File: config.mk
export PLATFORM = sky130hd
export DESIGN_NAME = mining_ctrl
export DESIGN_NICKNAME = d
export VERILOG_FILES = /design/src/rtl/miner_pkg.sv /design/src/rtl/hash_cmp.sv /design/src/rtl/mining_ctrl.sv
export SDC_FILE = /design/constraint.sdc
export NUM_CORES = 2
export LEC_CHECK = 0
export ABC_CLOCK_PERIOD_IN_PS = 6900
export BUFFER_PORTS_ARGS = -buffer_cell sky130_fd_sc_hd__clkbuf_2
export CAP_MARGIN = 0
export CORE_AREA = 8 8 293 224
export DETAILED_ROUTE_END_ITERATION = 6
export DIE_AREA = 0 0 301 232
export PLACE_DENSITY = 0.71
export RECOVER_POWER = 100
export SYNTH_ARGS = -nofsm -noshare
export SYNTH_HDL_FRONTEND = slang
export SYNTH_SLANG_ARGS = --single-unit
export TNS_END_PERCENT = 10
File: constraint.sdc
create_clock -name clk -period 6.9 [get_ports clk]
set_clock_uncertainty 0.1 [all_clocks]
set_input_delay 1.38 -clock clk [delete_from_list [all_inputs] [get_ports clk]]
set_output_delay 1.38 -clock clk [all_outputs]
set_load 0.05 [all_outputs]
File: src/rtl/miner_pkg.sv
// -----------------------------------------------------------------------------
// miner_pkg
// Shared definitions for the nonce-search controller.
//   NONCE_W_DEF : default nonce width in bits
//   HASH_W_DEF  : default hash / target width in bits
//   state_t     : controller state encoding
// -----------------------------------------------------------------------------
package miner_pkg;

   localparam int NONCE_W_DEF = 32;
   localparam int HASH_W_DEF  = 256;

   typedef enum logic [2:0] {
      IDLE   = 3'd0,
      ISSUE  = 3'd1,
      WAIT   = 3'd2,
      CHECK  = 3'd3,
      REPORT = 3'd4,
      DONE   = 3'd5
   } state_t;

endpackage

File: src/rtl/hash_cmp.sv
// -----------------------------------------------------------------------------
// hash_cmp
// Purely combinational unsigned magnitude comparator.
//   a  : input  W  hash value
//   b  : input  W  threshold
//   lt : output 1  high when a < b (unsigned, full width)
// -----------------------------------------------------------------------------
module hash_cmp
   import miner_pkg::*;
#(
   parameter int W = HASH_W_DEF
) (
   input  logic [W-1:0] a,
   input  logic [W-1:0] b,
   output logic         lt
);

   assign lt = (a < b);

endmodule

File: src/rtl/mining_ctrl.sv
// -----------------------------------------------------------------------------
// mining_ctrl
// Walks a nonce range [start .. end] (inclusive, wrapping modulo 2^NONCE_W),
// feeding one nonce at a time to an external hash core and reporting the first
// and any later nonce whose hash is strictly below the job target.
//
// Ports
//   clk, rst                 : clock, synchronous active-high reset
//   job_valid / job_ready    : job handshake (ready only in IDLE)
//   job_nonce_start/_end     : inclusive nonce range
//   job_target               : success threshold (hash < target wins)
//   abort                    : cancel current job (ignored in IDLE)
//   core_start / core_nonce  : one-cycle start pulse and nonce to hash core
//   core_done / core_hash    : core completion pulse and its result
//   found_valid/_ready/_nonce: winning-nonce handshake
//   exhausted                : one-cycle pulse when the range is finished
//   busy                     : high whenever not IDLE
//   hash_count               : completed-hash counter
//
// Build option
//   MINING_CTRL_STATS_EN : when defined, hash_count counts accepted core_done
//                          pulses (wraps at 2^32, cleared by rst); otherwise
//                          hash_count is tied to zero.
// -----------------------------------------------------------------------------
module mining_ctrl
   import miner_pkg::*;
#(
   parameter int NONCE_W = NONCE_W_DEF,
   parameter int HASH_W  = HASH_W_DEF
) (
   input  logic               clk,
   input  logic               rst,
   input  logic               job_valid,
   output logic               job_ready,
   input  logic [NONCE_W-1:0] job_nonce_start,
   input  logic [NONCE_W-1:0] job_nonce_end,
   input  logic [HASH_W-1:0]  job_target,
   input  logic               abort,
   output logic               core_start,
   output logic [NONCE_W-1:0] core_nonce,
   input  logic               core_done,
   input  logic [HASH_W-1:0]  core_hash,
   output logic               found_valid,
   input  logic               found_ready,
   output logic [NONCE_W-1:0] found_nonce,
   output logic               exhausted,
   output logic               busy,
   output logic [31:0]        hash_count
);

   state_t             state_reg, state_next;
   logic [NONCE_W-1:0] nonce_reg, nonce_next;
   logic [NONCE_W-1:0] end_reg, end_next;
   logic [HASH_W-1:0]  target_reg, target_next;
   logic [HASH_W-1:0]  hash_reg, hash_next;
   logic               hash_lt;
   logic               nonce_last;

   hash_cmp #(.W(HASH_W)) u_hash_cmp (
      .a  (hash_reg),
      .b  (target_reg),
      .lt (hash_lt)
   );

   assign nonce_last  = (nonce_reg == end_reg);

   // The current nonce register is held stable through ISSUE/WAIT and REPORT,
   // so it serves directly as both the core nonce and the reported nonce.
   assign core_nonce  = nonce_reg;
   assign found_nonce = nonce_reg;

   always_ff @(posedge clk) begin
      if (rst) begin
         state_reg  <= IDLE;
         nonce_reg  <= '0;
         end_reg    <= '0;
         target_reg <= '0;
         hash_reg   <= '0;
      end else begin
         state_reg  <= state_next;
         nonce_reg  <= nonce_next;
         end_reg    <= end_next;
         target_reg <= target_next;
         hash_reg   <= hash_next;
      end
   end

   always_comb begin
      state_next  = state_reg;
      nonce_next  = nonce_reg;
      end_next    = end_reg;
      target_next = target_reg;
      hash_next   = hash_reg;
      job_ready   = 1'b0;
      core_start  = 1'b0;
      found_valid = 1'b0;
      exhausted   = 1'b0;
      busy        = 1'b1;

      case (state_reg)
         IDLE: begin
            busy      = 1'b0;
            job_ready = 1'b1;
            // abort has no effect on an idle controller, but a job offered in
            // the same cycle as abort is not taken.
            if (job_valid && !abort) begin
               nonce_next  = job_nonce_start;
               end_next    = job_nonce_end;
               target_next = job_target;
               state_next  = ISSUE;
            end
         end
         ISSUE: begin
            core_start = 1'b1;
            state_next = WAIT;
         end
         WAIT: begin
            if (core_done) begin
               hash_next  = core_hash;
               state_next = CHECK;
            end
         end
         CHECK: begin
            if (hash_lt) begin
               state_next = REPORT;
            end else if (nonce_last) begin
               state_next = DONE;
            end else begin
               nonce_next = nonce_reg + NONCE_W'(1);
               state_next = ISSUE;
            end
         end
         REPORT: begin
            found_valid = 1'b1;
            if (found_ready) begin
               if (nonce_last) begin
                  state_next = DONE;
               end else begin
                  nonce_next = nonce_reg + NONCE_W'(1);
                  state_next = ISSUE;
               end
            end
         end
         DONE: begin
            exhausted  = 1'b1;
            state_next = IDLE;
         end
         default: begin
            state_next = IDLE;
         end
      endcase

      // Cancellation wins over everything in a non-idle state; the pending
      // report and the completion pulse are withdrawn in the same cycle.
      if (abort && (state_reg != IDLE)) begin
         state_next  = IDLE;
         found_valid = 1'b0;
         exhausted   = 1'b0;
      end
   end

`ifdef MINING_CTRL_STATS_EN
   logic [31:0] hash_count_reg;

   // Only core_done pulses consumed in WAIT count; an abort in that cycle
   // discards the result, so it is not counted either.
   always_ff @(posedge clk) begin
      if (rst) begin
         hash_count_reg <= '0;
      end else if ((state_reg == WAIT) && core_done && !abort) begin
         hash_count_reg <= hash_count_reg + 32'd1;
      end
   end

   assign hash_count = hash_count_reg;
`else
   assign hash_count = '0;
`endif

endmodule

Word-level counts from Yosys, hierarchy flattened:

Index checks and enable logic that the tools add are counted.
W data, S select, Z words.

* register bits after elaboration: 579
* input bits: 582
* output and inout port bits: 101
* word-level logic and storage cells: 46

* add/sub/neg operators: 1
* order comparisons: 1
* eq/ne operators: 10
* mux-type cells: 18
* reductions and logical operators: 11

Operators with widths (number)
* $lt A256 B256 Y1: 1
* $mux W32: 4
* $pmux W32 S3: 1
* $add A32 B1 Y32 const B: 1
* $eq A32 B32 Y1: 1
* $mux W3: 5
* $pmux W3 S5: 1
* $ne A2 B2 Y1 const B: 4
* $mux W1: 7
* $eq A3 B2 Y1 const B: 2
* $eq A3 B3 Y1 const B: 2
* $reduce_bool A3 Y1: 2
* $reduce_and A2 Y1: 2
* $reduce_and A4 Y1: 1
* $eq A3 B1 Y1 const B: 1
* $logic_not A3 Y1: 1
* $reduce_and A3 Y1: 1
* $logic_and A1 B1 Y1: 2
* $reduce_or A2 Y1: 1
* $logic_not A1 Y1: 1

Logic depth before layout (Yosys ltp):

* depth in word-level cells: 4
* gate-level depth with buffers: 14

Cells and area by module:

From an unflattened synthesis, not the netlist that was laid out.

* cell total of the unflattened synthesis: 3691
* area, all modules: 28124.5 um^2

Modules (own cells, without submodules)
* mining_ctrl: instances 1, cells each 2779, area each 21710.8 um^2, sequential area each 11591.1 um^2
* hash_cmp: instances 1, cells each 912, area each 6413.7 um^2, sequential area each 0.0 um^2

Least setup slack after synthesis:

No wires, ideal clock.

* path type: register to output
* from: register state_reg[2]
* to: output job_ready
* data arrival time: 2218 ps
* required time: 5420 ps
* slack: 3202 ps
* cell stages (with the launch flop): 7
* cell sequence: dfxtp_1 -> buf_1 -> nor2_1 -> a21oi_1 -> clkbuf_1 -> nand2_1 -> inv_1

* longest elaborated chain between the ends: 2

RTL lines
* start: declaration: line mining_ctrl.sv:51 `state_t state_reg, state_next;`
* start signal: assignment: line mining_ctrl.sv:80 `state_reg <= state_next;`
* $logic_not A3 Y1: line mining_ctrl.sv:100 `case (state_reg)`
* $mux W1: line mining_ctrl.sv:100
* end: declaration: line mining_ctrl.sv:34 `output logic job_ready,`

Every way passes these cells.

Worst setup path after layout:

* from: input core_done
* to: register hash_reg[160]

* longest elaborated chain between the ends: 1

RTL lines
* start: declaration: line mining_ctrl.sv:41 `input logic core_done,`
* $reduce_and A2 Y1 (no source line)
* end signal: assignment: line mining_ctrl.sv:84 `hash_reg <= hash_next;`
* end: declaration: line mining_ctrl.sv:55 `logic [HASH_W-1:0] hash_reg, hash_next;`

Every way passes these cells.
A chain may end at the register's enable or synchronous reset.

==> flow_summary.json <==
{
  "initial_core_util_pct": 46.4,
  "worst_ir_drop_vdd_mv": 0.165,
  "fin_area_um2": 33500,
  "place_area_um2": 31700,
  "cts_tree": "yes",
  "ys_async_sr_fraction_pct": 0,
  "clockPowerShare_pct": 40.8,
  "intPower_mw": 5.68,
  "synth.avg_cell_area_um2": 7.59,
  "p_sw_mw": 2.17,
  "p_leak_nw": 13.8,
  "antenna_found_initial": 9,
  "fp.dieH_um": 232,
  "setup-tns-final_ns": 0,
  "totalWireLength_um": 89800,
  "post-route-util_pct": 54.8,
  "postCtsHoldBufs": 0,
  "vias": 26461,
  "wl_per_cell_um": 17.7,
  "synth_ff_type": "dfxtp_1",
  "h-tree-depth": 2,
  "drive_gt1_share_pct": 17.6,
  "power.density_nw_per_um2": 235,
  "cpPeakStageDelay_ns": 1.92,
  "hp-class": "flip-flop to flip-flop",
  "synth_area_um2": 28300,
  "rsz0062_at_grt": "false",
  "power_mw": 7.85,
  "dp_cells": 4973,
  "nets": 5060,
  "relSlewSlack_pct": -102,
  "layout_common_cells": "nand2_1 (1195), a21oi_1 (665), clkbuf_2 (584)",
  "yosysTopAreaCellShare_pct": 40.9,
  "violations": "capacitance limit, slew limit",
  "drc_errors": 0,
  "postRouteAntennaNets": 0,
  "syn_inst": 3733,
  "power_frac_comb_pct": 14.0,
  "ctsResizeCount": 0,
  "first_pass_iters": 5,
  "fin_crit_ns": 5.06,
  "yosysWarnings": 0,
  "clk-insertion-delay-late_ns": 0.62,
  "cp-startpoint": "core_done",
  "seqPwrFrac_pct": 45.3,
  "status": "finished with violations",
  "grt_pass1_wl_um": 139000,
  "cts_setup_buffers": 0,
  "fp.dieW_um": 301,
  "critPathMaxFanout": 74,
  "clkTransAtPathRegs_ns": 0.06,
  "switching_share_pct": 27.7,
  "core_um2": 61100,
  "io_buffer_count": 650,
  "setup_viol": 0,
  "grt_max_degree": 168,
  "crit_top_cell": "clkbuf_2",
  "cts_buffers": 57,
  "end_kind": "flip-flop",
  "synth_area_leaders": "dfxtp_1 (41%), nand2_1 (16%), a21oi_1 (12%)",
  "crit_required_ns": 7.15,
  "worst_setup_path_start_kind": "input port",
  "crit_chain": "clkbuf_2 -> nand3_1 -> clkbuf_2 -> nand2_1 -> a21oi_1",
  "drt-initial-drc-count": 1968,
  "cts_max_path_buffers": 3,
  "gp_congestion": 0.880,
  "hpwlAfterDp_um": 66900,
  "final_common_cell": "nand2_1",
  "fill_cells": 5939,
  "die_area_um2": 69800,
  "fin_crit_sh_pct": 73.3,
  "min-delay-start": "target_reg[206]",
  "r2r_start": "state_reg[2]",
  "grt_pass1_vias": 25651,
  "hold_viol": 0,
  "crit_arrival_ns": 5.31,
  "via_per_inst": 5.20,
  "root_buffer": "clkbuf_16",
  "drv_slew": 441,
  "worst_pin_slew_ns": 3.02,
  "area_delta_synth_final_pct": 18.1,
  "cpMaxStageDelayCell": "nand3_1",
  "cap_violations": 6,
  "fin_cells": 5084,
  "critPathKind": "input port to flip-flop",
  "synth_enable_flop_cells": 0,
  "cts.sinks": 579,
  "synth_seq_cells": 579,
  "gr-total-overflow": 0,
  "ios": 683,
  "yosysUniqueCellTypes": 77,
  "max_freq_mhz": 198,
  "rows": 79,
  "seq_area_frac_synth_pct": 40.9,
  "synth.largest_area_cell": "dfxtp_1",
  "grtUsageTotal_pct": 24.5
}
## power groups by stage
stage                     clock [mW]  combinational (mW)  sequential [mW]
after floorplan                    0               0.693             3.65
after global placement             0                1.09             3.62
after detailed placement           0                1.10             3.63
after CTS                       3.27                1.11             3.55
after global routing            3.40                1.20             3.57
final                           3.20                1.10             3.55
## cell usage after synthesis, drive strengths merged (6+ instances only)
cell type and number:
and3 8, a221oi 6, nand4 59, dfxtp 579, nor4 12, inv 264
nand2 1207, o32ai 8, and4 9, nor3 26, nor2 76, clkbuf 191
xnor2 29, buf 76, a211oi 15, ha 256, a31oi 7, nand3 37
o211ai 13, o21ai 63, a21oi 674, o31ai 6, a21o 26, nand2b 13
## layout make-up
type | count | area (um2) | share of cell area (%)
timing repair buffer | 666 | 3380 | 10.1
multi-input combinational | 2654 | 14500 | 43.5
inverter | 264 | 991 | 2.96
sequential | 579 | 11600 | 34.6
clock inverter | 22 | 250 | 0.748
tap | 810 | 1010 | 3.03
antenna | 4 | 10.0 | 0.0299
clock buffer | 85 | 1680 | 5.03
## critical path: cells and delay by family
kind	cells	cell delay, ns
AO/OA/AOI/OAI	1	0.09
AND/OR/NAND/NOR	2	2.24
buffers and inverters	2	1.50
## worst paths after layout
| check | endpoint | slack, ns | depth (start not counted) |
|---|---|---|---|
| worst min register to register | target_reg[206] | 0.35 | 2 |
| worst max register to register | hash_reg[160] | 1.86 | 5 |
| worst min-delay path | target_reg[206] | 0.35 | 2 |
| worst max-delay path | hash_reg[160] | 1.84 | 5 |
## cells by family after synthesis
kind of cell	count (synthesis)	share of synthesized area [%]
buffers and inverters	531	8.12
adder cells (fa/ha/maj)	256	11.3
AND/OR/NAND/NOR	1467	21.3
other	1	0.0132
XOR/XNOR	33	1.02
AO/OA/AOI/OAI	864	17.3
multiplexers	2	0.0707
flip-flops	579	40.9
## metrics by stage
step           setup WS [ns]  hold WS, ns
3_5_place_dp            2.84        0.346
4_1_cts                 2.67        0.355
2_1_floorplan           3.20        0.336
5_1_grt                 1.32        0.366
6_report                1.84        0.352
3_3_place_gp            2.92        0.342
## layer usage
metal  share of wire (%)  vias to the layer above  wire length (um)  GRT usage (%)
met5               0.067                        -                60              0
met4                 3.4                       10              3060           8.63
met3                 7.3                      174              6600           4.70
met2                  46                      832             41200           39.4
met1                  43                    12186             38900           32.6
li1                    -                    13259                 -              -
Note: power is estimated with default switching activity, not from simulation.
